`src/rtl/alu_pkg.sv`:
```
// Shared ALU definitions: operand-conditioning modes and width helpers.
package alu_pkg;

    typedef enum logic [1:0] {
        MODE_PASS = 2'b00,
        MODE_INV  = 2'b01,
        MODE_NEG  = 2'b10,
        MODE_ABS  = 2'b11
    } mode_e;

    localparam int MAX_WIDTH = 64;

    // Most-negative two's-complement value of a given width, zero-extended to MAX_WIDTH.
    function automatic logic [MAX_WIDTH-1:0] most_neg(input int width);
        logic [MAX_WIDTH-1:0] one;
        one = {{(MAX_WIDTH-1){1'b0}}, 1'b1};
        return one << (width - 1);
    endfunction

endpackage

```
`src/rtl/operand_cond_pipe_if.sv`:
```
// Operand-in / result-out handshake bundle for the operand conditioner.
interface operand_cond_pipe_if #(
    parameter int WIDTH = 16
);
    logic             in_valid;
    logic             in_ready;
    logic [WIDTH-1:0] in_data;
    logic [1:0]       in_mode;
    logic             out_valid;
    logic             out_ready;
    logic [WIDTH-1:0] out_data;
    logic             out_zero;
    logic             out_sign;
    logic             out_ovf;

    modport master (
        output in_valid, in_data, in_mode, out_ready,
        input  in_ready, out_valid, out_data, out_zero, out_sign, out_ovf
    );

    modport slave (
        input  in_valid, in_data, in_mode, out_ready,
        output in_ready, out_valid, out_data, out_zero, out_sign, out_ovf
    );
endinterface

```
`src/rtl/cond_inv_n.sv`:
```
// Conditional bitwise inverter: out = in XOR {WIDTH{inv_en}}; purely combinational.
module cond_inv_n #(
    parameter int WIDTH = 16
) (
    input  logic [WIDTH-1:0] in_dat,
    input  logic             inv_en,
    output logic [WIDTH-1:0] out_dat
);
    assign out_dat = in_dat ^ {WIDTH{inv_en}};
endmodule

```
`src/rtl/operand_cond_pipe.sv`:
```
// Two-stage B-operand conditioner (pass/inv/neg/abs) with zero/sign/overflow flags.
// Latency 2 cycles, 1 op/cycle; stalls hold output stable, flush empties both stages.
module operand_cond_pipe
    import alu_pkg::*;
#(
    parameter int WIDTH = 16
) (
    input  logic              clk,
    input  logic              rst,
    input  logic              flush,
    operand_cond_pipe_if.slave io
);
    localparam logic [WIDTH-1:0] MOST_NEG = WIDTH'(most_neg(WIDTH));

    logic             s1_valid_q, s1_valid_d;
    logic [WIDTH-1:0] s1_data_q,  s1_data_d;
    logic             s1_cin_q,   s1_cin_d;
    logic             s2_valid_q, s2_valid_d;
    logic [WIDTH-1:0] s2_data_q,  s2_data_d;
    logic             s2_zero_q,  s2_zero_d;
    logic             s2_sign_q,  s2_sign_d;
    logic             s2_ovf_q,   s2_ovf_d;

    mode_e            in_mode;
    logic             neg_en, inv_en;
    logic             in_ready, accept, s2_free, s1_adv;
    logic [WIDTH-1:0] inv_dat, sum;

    always_comb begin
        in_mode = mode_e'(io.in_mode);
        neg_en  = (in_mode == MODE_NEG) | ((in_mode == MODE_ABS) & io.in_data[WIDTH-1]);
        inv_en  = (in_mode == MODE_INV) | neg_en;
    end

    cond_inv_n #(.WIDTH(WIDTH)) u_inv (
        .in_dat  (io.in_data),
        .inv_en  (inv_en),
        .out_dat (inv_dat)
    );

    assign s2_free  = !s2_valid_q | io.out_ready;
    assign s1_adv   = s1_valid_q & s2_free;
    assign in_ready = !flush & (!s1_valid_q | s2_free);
    assign accept   = io.in_valid & in_ready;

    // Negation completes here: ~x + 1, carry-out dropped.
    assign sum = s1_data_q + {{(WIDTH-1){1'b0}}, s1_cin_q};

    always_comb begin
        s1_valid_d = s1_valid_q;
        s1_data_d  = s1_data_q;
        s1_cin_d   = s1_cin_q;
        s2_valid_d = s2_valid_q;
        s2_data_d  = s2_data_q;
        s2_zero_d  = s2_zero_q;
        s2_sign_d  = s2_sign_q;
        s2_ovf_d   = s2_ovf_q;

        if (accept) begin
            s1_valid_d = 1'b1;
            s1_data_d  = inv_dat;
            s1_cin_d   = neg_en;
        end else if (s1_adv) begin
            s1_valid_d = 1'b0;
        end

        if (s1_adv) begin
            s2_valid_d = 1'b1;
            s2_data_d  = sum;
            s2_zero_d  = (sum == '0);
            s2_sign_d  = sum[WIDTH-1];
            s2_ovf_d   = s1_cin_q & (sum == MOST_NEG);
        end else if (io.out_ready) begin
            s2_valid_d = 1'b0;
        end

        if (flush) begin
            s1_valid_d = 1'b0;
            s2_valid_d = 1'b0;
        end
    end

    always_ff @(posedge clk) begin
        if (rst) begin
            s1_valid_q <= 1'b0;
            s1_data_q  <= '0;
            s1_cin_q   <= 1'b0;
            s2_valid_q <= 1'b0;
            s2_data_q  <= '0;
            s2_zero_q  <= 1'b0;
            s2_sign_q  <= 1'b0;
            s2_ovf_q   <= 1'b0;
        end else begin
            s1_valid_q <= s1_valid_d;
            s1_data_q  <= s1_data_d;
            s1_cin_q   <= s1_cin_d;
            s2_valid_q <= s2_valid_d;
            s2_data_q  <= s2_data_d;
            s2_zero_q  <= s2_zero_d;
            s2_sign_q  <= s2_sign_d;
            s2_ovf_q   <= s2_ovf_d;
        end
    end

    assign io.in_ready  = in_ready;
    assign io.out_valid = s2_valid_q;
    assign io.out_data  = s2_data_q;
    assign io.out_zero  = s2_zero_q;
    assign io.out_sign  = s2_sign_q;
    assign io.out_ovf   = s2_ovf_q;

endmodule

```
`src/flat_wrapper.sv`:
```
// flat-port wrapper written by rule: the top's interface ports become plain ports
module operand_cond_pipe_flat import alu_pkg::*;
#(
    parameter int WIDTH = 16
)
  (clk, rst, flush, io_in_valid, io_in_data, io_in_mode, io_out_ready, io_in_ready, io_out_valid, io_out_data, io_out_zero, io_out_sign, io_out_ovf);
  operand_cond_pipe_if #(.WIDTH(WIDTH)) io_i ();
  input  logic clk;
  input  logic rst;
  input  logic flush;
  input wire logic [$bits(io_i.in_valid)-1:0] io_in_valid;
  input wire logic [$bits(io_i.in_data)-1:0] io_in_data;
  input wire logic [$bits(io_i.in_mode)-1:0] io_in_mode;
  input wire logic [$bits(io_i.out_ready)-1:0] io_out_ready;
  output wire logic [$bits(io_i.in_ready)-1:0] io_in_ready;
  output wire logic [$bits(io_i.out_valid)-1:0] io_out_valid;
  output wire logic [$bits(io_i.out_data)-1:0] io_out_data;
  output wire logic [$bits(io_i.out_zero)-1:0] io_out_zero;
  output wire logic [$bits(io_i.out_sign)-1:0] io_out_sign;
  output wire logic [$bits(io_i.out_ovf)-1:0] io_out_ovf;
  assign io_i.in_valid = io_in_valid;
  assign io_i.in_data = io_in_data;
  assign io_i.in_mode = io_in_mode;
  assign io_i.out_ready = io_out_ready;
  assign io_in_ready = io_i.in_ready;
  assign io_out_valid = io_i.out_valid;
  assign io_out_data = io_i.out_data;
  assign io_out_zero = io_i.out_zero;
  assign io_out_sign = io_i.out_sign;
  assign io_out_ovf = io_i.out_ovf;
  operand_cond_pipe #(.WIDTH(WIDTH)) u_core (.clk(clk), .rst(rst), .flush(flush), .io(io_i));
endmodule
```
`config.mk`:
```
export PLATFORM = sky130hd
export DESIGN_NAME = operand_cond_pipe_flat
export DESIGN_NICKNAME = d
export VERILOG_FILES = /design/src/rtl/alu_pkg.sv /design/src/rtl/operand_cond_pipe_if.sv /design/src/rtl/cond_inv_n.sv /design/src/rtl/operand_cond_pipe.sv /design/src/flat_wrapper.sv
export SDC_FILE = /design/constraint.sdc
export NUM_CORES = 1
export LEC_CHECK = 0
export ABC_AREA = 1
export BUFFER_PORTS_ARGS = -buffer_cell sky130_fd_sc_hd__buf_2
export CAP_MARGIN = 15
export CORE_MARGIN = 1
export CORE_UTILIZATION = 50
export CTS_CLUSTER_SIZE = 8
export DETAILED_ROUTE_END_ITERATION = 10
export HOLD_SLACK_MARGIN = 0.05
export MAX_ROUTING_LAYER = met4
export PLACE_DENSITY = 0.82
export SLEW_MARGIN = 0
export SYNTH_ARGS = -nofsm -noshare
export SYNTH_HDL_FRONTEND = slang
export SYNTH_SLANG_ARGS = --single-unit
```
`constraint.sdc`:
```
create_clock -name clk -period 2 [get_ports clk]
set_clock_uncertainty 0.1 [all_clocks]
set_input_delay 0.3 -clock clk [delete_from_list [all_inputs] [get_ports clk]]
set_output_delay 0.3 -clock clk [all_outputs]
set_load 0.01 [all_outputs]
```
==> summary.md, run 1 <==
| Metric | Value |
|---|---|
| Status | completed |
| Top sig layer | met4 |
| Core Box Area | between 3000 and 4000 um2 |
| Sequential power share | 0.450 |
| M1 WL | 1960 um |
| Hold buffer count at cts | 0 |
| Part of the cycle the worst path needs | 0.915 |
| Vias/cell | 4.87 |
| Layout overhead on the synthesized area | 22.2% |
| Ant diodes | 0 |
| Synth top area share | 0.377 |
| CP endpoint kind | flop |
| Latest clock arrival within the worst-skew pair | 290 ps |
| Final Core Density | 0.646 |
| Setup CP Type | reg2reg |
| Max Cap Viol | 0 |
| Switch Pwr | about 440 uW |
| Ports | 44 |
| PwrDens | around 760 nW/um2 |
| CP bufs+invs | 0 |
| CTS tree | yes |
| Hold WC Path Type | in2reg |
| Crit path time final | ~1800 ps |
| Yosys warning count | 0 |
| Design area | around 2400 um2 |
| Longest Clk Path Bufs | 2 |
| Share of power burned in the clock network | 0.413 |
| TNS Setup | 0 ps |
| Iteration-0 DRC Markers | about 110 |
| # DRC | 0 |
| DP Area | between 2000 and 2500 um2 |
| Die Wd | between 60 and 70 um |
| Worst path required time | 2130 ps |
| # port buffers | 43 |
| Max stage delay cell, worst path | dfxtp_2 |
| Slew headroom | 0.724 |
| Vias in the first global route | between 1,500 and 2,000 |
| Worst-Margin Slew | about 410 ps |
| GRT Total Usage | 0.228 |
| Routed wire length on met3 | ~190 um |
| Worst path top cell family by delay | simple AND/OR/NAND/NOR gates |
| Drt total wl | approximately 4000 um |
| First-pass DRT Iterations | 4 |
| CP Launch Type | flop |
| Final ANT Viol Nets | 0 |
| Share of cells above drive strength 1 | 0.230 |
| Clk slew on worst S/H paths | 70 ps |
| # rows | 22 |
| Die area | around 4200 um2 |
| Hpwl dp | just over 3000 um |
| Die H | about 65 um |
| Critical Path AT | roughly 2000 ps |
| Global route overflow | 0 |
| Final hold vios | 0 |
| Syn Std Cell Area | approximately 2000 um2 |
| Comb power frac | 0.137 |
| Sw frac | 0.241 |
| Critical-path cell list | ha_2 > ha_4 > nand3_4 > nor2_4 > nand2_2 > nor2_2 > nand2_1 > nand2_1 > nand2_1 > nor2_1 > nand2_1 > a21oi_2 |
| CTS Root Buffer Type | clkbuf_8 |
| VDD IR max | 0.546 mV |
| Mapped Nets | between 300 and 400 |
| Fmax | ~0.55 GHz |
| Leakage | around 1.1 nW |
| Top cell by count, worst path | nand2_1 |
| Setup-failing EPs final | 0 |
| Nets@finish | between 300 and 400 |
| Top post-synthesis cells by area | dfxtp_1 38%, nand2_1 11%, o21ai_0 8.4% |
| Synth Register Bits | 37 |
| Max Slew Vio Count | 0 |
| Pint | 1.39 mW |
| Largest net degree at the start of global routing | 35 |
| Met2 Wirelength | ~1800 um |
| Vias after detailed routing | roughly 1,800 |
| Initial Utilization | 0.529 |
| Worst-path fanout max | 6 |
| Cells after synthesis | ~280 |
| Routed wire per std cell | roughly 11 um |
| Number of distinct library cells after synthesis | 23 |
| First-pass GRT wire length | ~7100 um |
| Leading area contributor after synthesis | dfxtp_1 |
| Seq/Total Area, Yosys | 0.377 |
| RD Place Congestion | around 0.85 |
| Number of CTS-inserted buffers | 5 |
| Post-Syn Area per Cell | between 6 and 7 um2 |
| Htree depth | 2 |
| Initial antenna violation count | 0 |
| # clock sinks | 37 |
| Crit-path max cell delay | approximately 370 ps |
==> area by class of cell <==
class                   instances  area, um2
inverters                      35        131
clock inverters                 3       65.1
well taps                      48       60.1
repair buffers                 50        268
fillers                       346       1320
multi-input cells             201       1060
flip-flops and latches         37        743
clock buffers                   5       68.8
==> cells in the mapped netlist <==
cell type	count
nand3b_1	3
inv_1	35
nand2_2	2
a21oi_1	24
nor2_4	1
xnor2_1	16
clkbuf_1	7
buf_1	1
or2_2	1
nand4_1	5
ha_1	3
o21ai_0	33
o211ai_1	4
dfxtp_1	37
nand2_1	59
nor2_2	7
buf_2	1
nand3_1	6
nand3_2	1
nor2_1	31
buf_4	2
xor2_1	3
a21oi_2	2
==> power groups by stage <==
stage | Clock (mW) | Sequential, mW | Combinational [mW]
after detailed placement | 0 | 0.835 | 0.249
after global routing | 0.800 | 0.827 | 0.289
after CTS | 0.762 | 0.818 | 0.251
final | 0.754 | 0.821 | 0.251
after global placement | 0 | 0.832 | 0.244
after floorplan | 0 | 0.833 | 0.169
==> placed cells by master, fill, tap and decap left out, drive strengths merged, types with 4 or more instances in the layout <==
master	Yosys	layout
nor2	39	39
inv	35	35
a21oi	26	26
nand4	5	5
o21ai	33	33
nand2	61	61
xnor2	16	16
clkbuf	7	5
dfxtp	37	37
o211ai	4	4
buf	4	50
nand3	7	7
==> path summary, 6_finish.rpt <==
path         slack, ps                     to                   from  cells after the start
max reg2reg        170      u_core.io.out_ovf        u_core.s1_cin_q                     12
max                170      u_core.io.out_ovf        u_core.s1_cin_q                     12
min reg2reg        370  u_core.io.out_data[2]  u_core.io.out_data[2]                      2
min                170    u_core.io.out_valid                  flush                      4
==> state kept, by name, indices dropped and copies added (netlist names) <==
register,count
u_core.io.out_data,16
u_core.s1_data_q,16
u_core.io.out_ovf,1
u_core.io.out_valid,1
u_core.io.out_zero,1
u_core.s1_cin_q,1
u_core.s1_valid_q,1
==> routing by layer <==
metal | global-route usage | up-vias
li1 | - | 996
met1 | 0.278 | 796
met2 | 0.359 | 48
met3 | 0.0475 | 4
met4 | 0.108 | 0
met5 | - | -
==> cells by family (layout without fill, tap and decap cells) <==
logic type / count (synthesis) / in the layout / synth area share
AND/OR/NAND/NOR: 116 / 116 / 0.257
AO/OA/AOI/OAI: 63 / 63 / 0.169
buffers and inverters: 46 / 93 / 0.0924
flip-flops: 37 / 37 / 0.377
XOR/XNOR: 19 / 19 / 0.0847
adder cells (fa/ha/maj): 3 / 3 / 0.0191
==> tightest hold or removal path: cells and delay by family <==
family,cells,cell delay [ps]
AOI/OAI and AO/OA,1,40
buffers and inverters,2,110
and+or+nand+nor,1,70
==> per-stage QoR <==
step	worst slack (ps)	hold WS, ps	std cells	power [mW]
final	170	166	379	1.83
after global routing	-5.53	186	379	1.92
after CTS	78.8	161	377	1.83
after detailed placement	97.9	353	369	1.08
after global placement	200	349	369	1.08
after floorplan	281	348	284	1.00
==> timing repair <==
item,4_1_cts,5_1_grt
setup endpoints to repair,0,3
setup buffers,0,2
resized for setup,0,6
Power figures use the tool's default switching activity.
==> inputs of run 2 (changes only) <==
Settings changed: CORE_UTILIZATION 50 to 40, GPL_ROUTABILITY_DRIVEN set to 0, PLACE_DENSITY 0.82 to 0.69.
==> run 2 against run 1 <==
  * Sequential power about the same
  * Sequential share of layout area is 0.61 points higher
  * Final area down 1.6%
  * Largest cell class unchanged
==> summary.md, run 2 (same netlist as run 1, synthesis figures left out) <==
| Metric | Value |
|---|---|
| Share of power burned in the clock network | 0.305 |
| Switch Pwr | 423 uW |
| Commonest non-fill, non-tap cell in the layout | nand2_1 |
| Final Power | between 1.5 and 2 mW |
| Comb power frac | 0.163 |
| Die Wd | 72.1 um |
| Setup-failing EPs final | 0 |
| Initial antenna violation count | 0 |
| Part of the cycle the worst path needs | 0.911 |
| Htree depth | 2 |
| Sequential power share | 0.532 |
| Setup CP Type | reg2reg |
| Worst setup margin | 177 ps |
| Worst path required time | 2120 ps |
| Most frequent cells in the layout | 59 x nand2_1, 43 x buf_2, 35 x inv_1, 35 x dfxtp_1, 33 x o21ai_0 |
| Vias/cell | approximately 4.6 |
| Hpwl dp | 3020 um |
| Hold WC Path Type | in2reg |
| Status | completed |
| # clock sinks | 37 |
| Ports | 44 |
| Global route overflow | 0 |
| Die H | a little over 70 um |
| CTS tree | yes |
| CP Launch Type | flop |
| Final hold vios | 0 |
| Nets@finish | 355 |
| Fillers | approximately 500 |
| Max Slew Vio Count | 0 |
| Max Cap Viol | 0 |
| Worst-Margin Slew | around 340 ps |
| First-pass DRT Iterations | 4 |
| Inst Count DP | 388 |
| CTS Root Buffer Type | clkbuf_8 |
| Drt total wl | roughly 4100 um |
| Slew headroom | 0.773 |
| First-pass GRT wire length | 6800 um |
| Pint | around 1.1 mW |
| # rows | 25 |
| Final Core Density | 0.500 |
| GRT Total Usage | 0.172 |
| Hold buffer count at cts | 0 |
| DP Area | around 2300 um2 |
| Leakage | around 1.1 nW |
| Crit path time final | approximately 1800 ps |
| CP endpoint kind | flop |
| Fin cells | 395 |
| Critical Path AT | 1950 ps |
| Ant diodes | 0 |
| Sw frac | 0.274 |
| Vias in the first global route | ~1,600 |
| Number of CTS-inserted buffers | 5 |
| Vias after detailed routing | about 1,800 |
| Share of cells above drive strength 1 | 0.223 |
| Worst-path fanout max | 7 |
| Clk slew on worst S/H paths | around 70 ps |
| VDD IR max | between 0.3 and 0.4 mV |
| Fmax | about 0.55 GHz |
| PwrDens | approximately 650 nW/um2 |
| Latest clock arrival within the worst-skew pair | about 280 ps |
| Routed wire per std cell | a little over 10 um |
| TNS Setup | 0 ps |
| Iteration-0 DRC Markers | between 60 and 70 |
| Design area | ~2400 um2 |
| Layout overhead on the synthesized area | 20.3% |
| Core Box Area | 4720 um2 |
| # port buffers | 43 |
| Die area | 5200 um2 |
| Initial Utilization | 0.416 |
| # DRC | 0 |
| Final hold slack | roughly 170 ps |
| Setup Slack @ Placement | a little over 90 ps |
| Longest Clk Path Bufs | 2 |
| Final ANT Viol Nets | 0 |
| Largest net degree at the start of global routing | 35 |
==> run 2: path summary, 6_finish.rpt <==
kind / end / from / cells after the start / slack (ps)
max: u_core.io.out_ovf / u_core.s1_cin_q / 12 / 180
min: u_core.s1_valid_q / flush / 4 / 170
max reg2reg: u_core.io.out_ovf / u_core.s1_cin_q / 12 / 180
min reg2reg: u_core.io.out_data[2] / u_core.io.out_data[2] / 2 / 370
==> run 2: power by group through the flow <==
stage / Clock (mW) / Combinational (mW) / Sequential (mW)
after global routing: 0.513 / 0.287 / 0.826
after detailed placement: 0 / 0.250 / 0.834
after floorplan: 0 / 0.169 / 0.833
final: 0.470 / 0.251 / 0.821
after CTS: 0.485 / 0.252 / 0.818
after global placement: 0 / 0.247 / 0.833
==> run 2: worst max-delay path, stage by stage (launching register included) <==
cell     delay [ps]
dfxtp_4         380
ha_4            150
ha_4            140
nand3_2         130
nor2_4          210
nand2_2          90
nor2_2           90
nand2_1          50
nand2_1          80
nand2_1          70
nor2_1          120
nand2_1          70
a21oi_2         100
==> run 2: final cells by class <==
class	instances	area, um2	area share
repair buffers	49	260	0.110
multi-input cells	201	1070	0.452
clock buffers	5	68.8	0.0291
well taps	67	83.8	0.0355
flip-flops and latches	37	746	0.316
inverters	35	131	0.0556
clock inverters	1	5.00	0.00212
==> run 2: per-layer routing <==
metal / routed length, um / up-vias / track usage
met3: 141 / 5 / 0.0389
met4: 61 / 0 / 0.0719
met5: 0 / - / -
met2: 1710 / 40 / 0.262
met1: 2170 / 785 / 0.219
li1: - / 991 / -
==> run 2: repair_timing <==
item | 4_1_cts | 5_1_grt
endpoints found under the setup margin | 0 | 2
buffers inserted | 0 | 1
gates resized for setup | 0 | 7
